==> src/rtl/exc_irq_controller.sv <==
// rtl/exc_irq_controller.sv - fixed-priority exception/interrupt arbiter with take/eret handshake
// Optional EXC_IRQ_SYNC_EN adds a 2-flop synchronizer ahead of irq_q.
module exc_irq_controller #(
   parameter int NUM_EXC = 16,
   parameter int NUM_IRQ = 4,
   localparam int CAUSE_W = 1 + (($clog2(NUM_EXC) > $clog2(NUM_IRQ)) ? $clog2(NUM_EXC) : $clog2(NUM_IRQ))
) (
   input  logic               clk,
   input  logic               reset,
   input  logic [NUM_EXC-1:0] exc_trigger,
   input  logic [NUM_EXC-1:0] exc_mask,
   input  logic [NUM_IRQ-1:0] irq_in,
   input  logic [NUM_IRQ-1:0] irq_mask,
   input  logic               int_enable,
   input  logic               take,
   input  logic               eret,
   output logic               trap_req,
   output logic               exc_pending,
   output logic               int_pending,
   output logic [CAUSE_W-1:0] cause,
   output logic               in_handler,
   output logic [NUM_IRQ-1:0] irq_ack
);

   localparam int IDX_W = CAUSE_W - 1;

   typedef enum logic {
      IDLE    = 1'b0,
      HANDLER = 1'b1
   } state_e;

   state_e             state_q;
   logic [NUM_EXC-1:0] pend_exc_q;
   logic [NUM_EXC-1:0] pend_exc_d;
   logic [NUM_EXC-1:0] exc_clr;
   logic [NUM_IRQ-1:0] irq_src;
   logic [NUM_IRQ-1:0] irq_q;
   logic [NUM_IRQ-1:0] eligible;
   logic [NUM_IRQ-1:0] irq_ack_q;
   logic [CAUSE_W-1:0] cause_q;
   logic [IDX_W-1:0]   exc_idx;
   logic [IDX_W-1:0]   irq_idx;

`ifdef EXC_IRQ_SYNC_EN
   logic [NUM_IRQ-1:0] sync1_q;
   logic [NUM_IRQ-1:0] sync2_q;

   always_ff @(posedge clk) begin
      if (reset) begin
         sync1_q <= '0;
         sync2_q <= '0;
      end else begin
         sync1_q <= irq_in;
         sync2_q <= sync1_q;
      end
   end

   assign irq_src = sync2_q;
`else
   assign irq_src = irq_in;
`endif

   always_ff @(posedge clk) begin
      if (reset) begin
         irq_q <= '0;
      end else begin
         irq_q <= irq_src;
      end
   end

   assign eligible    = irq_q & irq_mask;
   assign exc_pending = |pend_exc_q;
   assign int_pending = int_enable & (|eligible) & (state_q == IDLE);
   assign trap_req    = exc_pending | int_pending;

   // Descending scan so the lowest set index is the last one assigned.
   always_comb begin
      exc_idx = '0;
      for (int i = NUM_EXC - 1; i >= 0; i--) begin
         if (pend_exc_q[i]) exc_idx = IDX_W'(i);
      end
      irq_idx = '0;
      for (int j = NUM_IRQ - 1; j >= 0; j--) begin
         if (eligible[j]) irq_idx = IDX_W'(j);
      end
   end

   // A fresh trigger is ORed in after the clear, so a same-cycle set survives.
   always_comb begin
      exc_clr    = (take && exc_pending) ? (NUM_EXC'(1) << exc_idx) : '0;
      pend_exc_d = (pend_exc_q & ~exc_clr) | (exc_trigger & exc_mask);
   end

   always_ff @(posedge clk) begin
      if (reset) begin
         state_q    <= IDLE;
         cause_q    <= '0;
         irq_ack_q  <= '0;
         pend_exc_q <= '0;
      end else begin
         pend_exc_q <= pend_exc_d;
         irq_ack_q  <= '0;
         if (take && trap_req) begin
            state_q <= HANDLER;
            if (exc_pending) begin
               cause_q <= {1'b0, exc_idx};
            end else begin
               cause_q   <= {1'b1, irq_idx};
               irq_ack_q <= NUM_IRQ'(1) << irq_idx;
            end
         end else if (eret && state_q == HANDLER) begin
            state_q <= IDLE;
         end
      end
   end

   assign cause      = cause_q;
   assign in_handler = (state_q == HANDLER);
   assign irq_ack    = irq_ack_q;

endmodule

==> config.mk <==
export PLATFORM = sky130hd
export DESIGN_NAME = exc_irq_controller
export DESIGN_NICKNAME = d
export VERILOG_FILES = /design/src/rtl/exc_irq_controller.sv
export SDC_FILE = /design/constraint.sdc
export NUM_CORES = 1
export LEC_CHECK = 0
export CAP_MARGIN = 20
export CORE_ASPECT_RATIO = 1.25
export CORE_UTILIZATION = 43
export CTS_CLUSTER_SIZE = 12
export DETAILED_ROUTE_END_ITERATION = 16
export PLACE_DENSITY = 0.8
export SYNTH_ARGS = -nofsm -noshare
export SYNTH_HDL_FRONTEND = slang
export SYNTH_SLANG_ARGS = --single-unit
==> constraint.sdc <==
create_clock -name clk -period 2.2 [get_ports clk]
set_input_delay 0.44 -clock clk [delete_from_list [all_inputs] [get_ports clk]]
set_output_delay 0.44 -clock clk [all_outputs]
set_load 0.005 [all_outputs]
==> results.yml <==
power:
  clock_power_share: 0.414
  powerDensity_nw_per_um2: 725.6
  power_frac_seq: 0.363
  p_sw_uw: 431.1
  combPwrFrac: 0.223
  power.total_mw: 1.695
  switching_share: 0.2543
  p_leak_nw: 0.8875
  peakVddDrop_mv: 0.5078
  power.internal_mw: 1.264
sta:
  min_period_ps: 2088
  fin_ws_ps: 111.6
  finalClockSkew_ps: 7.885
  tightest_slew_ps: 444.0
  timing.final.hold_violations: 0
  setup_violations: 0
  hold_ws_ps: 487.3
  max_freq_ghz: 0.4788
  finalMaxSlewViolations: 0
  maxSlewHeadroom: 0.7040
  fin_crit_sh: 0.9493
  rsz0062_at_grt: "false"
logic_synthesis:
  synth_top_flop_cell: "dfxtp_1"
  ys_ff_latch: 30
  syn_area_um2: 1453
  syn_nets: 213
  seq_area_frac_synth: 0.4134
  yosysUniqueCellTypes: 35
  yosysWarningCount: 0
  synth_cells: 168
  async_flop_share: 0
  synth.avg_cell_area_um2: 8.647
  synth_edf_count: 0
clock_network:
  clock-root-buffer: "clkbuf_8"
  numCtsBuffers: 5
  cts_hold_buf: 0
  clk_pin_slew_ps: 70
  numClockSinks: 30
  htree_num_levels: 2
  worstSkewPairLatency_ps: 290
  clockBufferDepth: 2
  cts_tree: "yes"
placed_design:
  portBuffers: 57
  gp_congestion: 0.8192
  dp_slack_ps: -192.7
  dp_hpwl_um: 2803
route:
  via_count: 1543
  drt_pass1_iterations: 4
  totalWireLength_um: 4024
  wire_per_inst_um: 14.17
  route.detailed.drc: 0
  drt_iter0_markers: 30
  antenna_left: 0
  viasPerCell: 5.433
die:
  chipWidth_um: 53.99
  dieArea_um2: 3616
  core_um2: 3223
  pin_count: 58
  fp-row-count: 23
  die_height_um: 66.99
  initial_core_util: 0.4507
worst_hold_path:
  holdCritPathClass: "flip-flop to flip-flop"
  hold_end: "in_handler"
  worstHoldStart: "in_handler"
  hold_depth: 2
setup_path:
  reg2reg_from: "pend_exc_q[6]"
  r2r_slack_ps: 150
  critical_path_arrival_ps: 1650
  worst_setup_path_end_kind: "primary output"
  start_kind: "primary input"
  crit_path_max_fanout: 2
  r2r_cells: 7
  cp.required_ps: 1760
  critPathKind: "primary input to primary output"
  worstReg2RegEnd: "pend_exc_q[8]"
final_layout:
  finish.utilization: 0.7248
  area.growth.synth_to_final_pct: 60.81
  drive_gt1_frac: 0.1619
  nets: 291
  diodes: 0
status:
  status: "finished, final reports clean"
run:
  maxCapViolations: 0
grt:
  antenna_found_initial: 0
  first_global_vias: 1453
  gr-total-overflow: 0
  grt_pass1_wl_um: 6230
  grt_max_degree: 27
  track_usage: 0.2407
[area by class of cell]
type / instances / area (um2)
clock buffer: 6 / 82.58
clock inverter: 2 / 60.06
fill: 256 / 887.1
inverter: 7 / 26.28
multi-input combinational: 127 / 813.3
sequential: 30 / 604.3
tap: 37 / 46.29
timing repair buffer: 75 / 703.2
[metrics by stage]
step | cells | TNS (ps) | area, um2
global placement | 273 | -239.8 | 2153
floorplan | 168 | 0 | 1453
CTS | 283 | 0 | 2321
detailed placement | 273 | -280.2 | 2153
global route | 284 | 0 | 2336
finish | 284 | 0 | 2336
[worst max-delay path, stage by stage]
cell and delay (ps):
clkdlybuf4s50_1 440, a22oi_2 220, a21oi_2 90, or2_4 250, clkdlybuf4s15_1 210
[logic make-up (layout without fill, tap and decap cells)]
| kind of cell | count (synthesis) | after routing | share of synthesized area |
|---|---|---|---|
| and+or+nand+nor | 66 | 66 | 0.2782 |
| DFF | 30 | 30 | 0.4134 |
| buffers and inverters | 11 | 90 | 0.03790 |
| AOI/OAI and AO/OA | 61 | 61 | 0.2705 |
[cells in the final DEF (no fill, tap or decap), drive strengths merged, types with 2 or more instances in the layout]
cell type      count
a211oi             4
a21oi             29
a22oi              5
a311oi             6
and2               2
buf               18
bufinv             2
clkbuf             6
clkdlybuf4s50     54
dfxtp             30
dlygate4sd2        2
inv                7
nand2             21
nand2b             4
nor2              14
nor2b              5
nor3               6
nor4               7
o21ai              4
o31ai              5
or2                3
[cells in the mapped netlist, types with 2 or more instances]
master,instances,share of area
a21oi_1,29,0.10
a211oi_1,4,0.021
o31ai_1,5,0.026
dfxtp_1,30,0.41
inv_1,6,0.016
nor3_1,6,0.021
or2_0,2,0.0086
and2_1,2,0.0086
nand2_1,20,0.052
clkbuf_1,2,0.0052
a22oi_1,5,0.026
nor4_1,3,0.013
nor4_4,4,0.059
a311oi_1,6,0.036
nand2b_1,4,0.017
nor2b_1,5,0.022
nor2_1,14,0.036
o21ai_0,4,0.014
[how the worst max path moves through the flow]
stage | slack, ps | cells after the start | startpoint | to
after detailed placement | -190 | 5 | irq_mask[3] | trap_req
final | 110 | 5 | irq_mask[3] | trap_req
after CTS | 2 | 5 | pend_exc_q[6] | trap_req
after global placement | -170 | 5 | irq_mask[0] | trap_req
after global routing | 40 | 5 | pend_exc_q[7] | trap_req
after floorplan | 470 | 6 | pend_exc_q[0] | pend_exc_q[12]
[registers in the layout, indices dropped and copies added, names as in the netlist]
register,flops
cause,5
in_handler,1
pend_exc_q,16
irq_ack,4
irq_q,4
[per-layer routing]
metal  global-route usage  wire, um  vias to the layer above
li1                     -         -                      781
met2               0.3843      1962                       53
met5                    0         0                        -
met1               0.2798      1712                      699
met4               0.1378       119                        0
met3              0.06621       230                       10
[power by group through the flow]
stage / combinational, mW / clock, mW / sequential, mW
floorplan: 0.178 / 0 / 0.625
global placement: 0.350 / 0 / 0.626
detailed placement: 0.355 / 0 / 0.626
CTS: 0.369 / 0.708 / 0.615
global route: 0.411 / 0.736 / 0.618
finish: 0.378 / 0.702 / 0.614
[repair_timing]
| action | in CTS | in global routing |
|---|---|---|
| setup buffers | 2 | 1 |
| endpoints found under the setup margin | 3 | 1 |
| resized for setup | 6 | 4 |
| pin swaps | 2 | 2 |
Power figures use the tool's default switching activity.
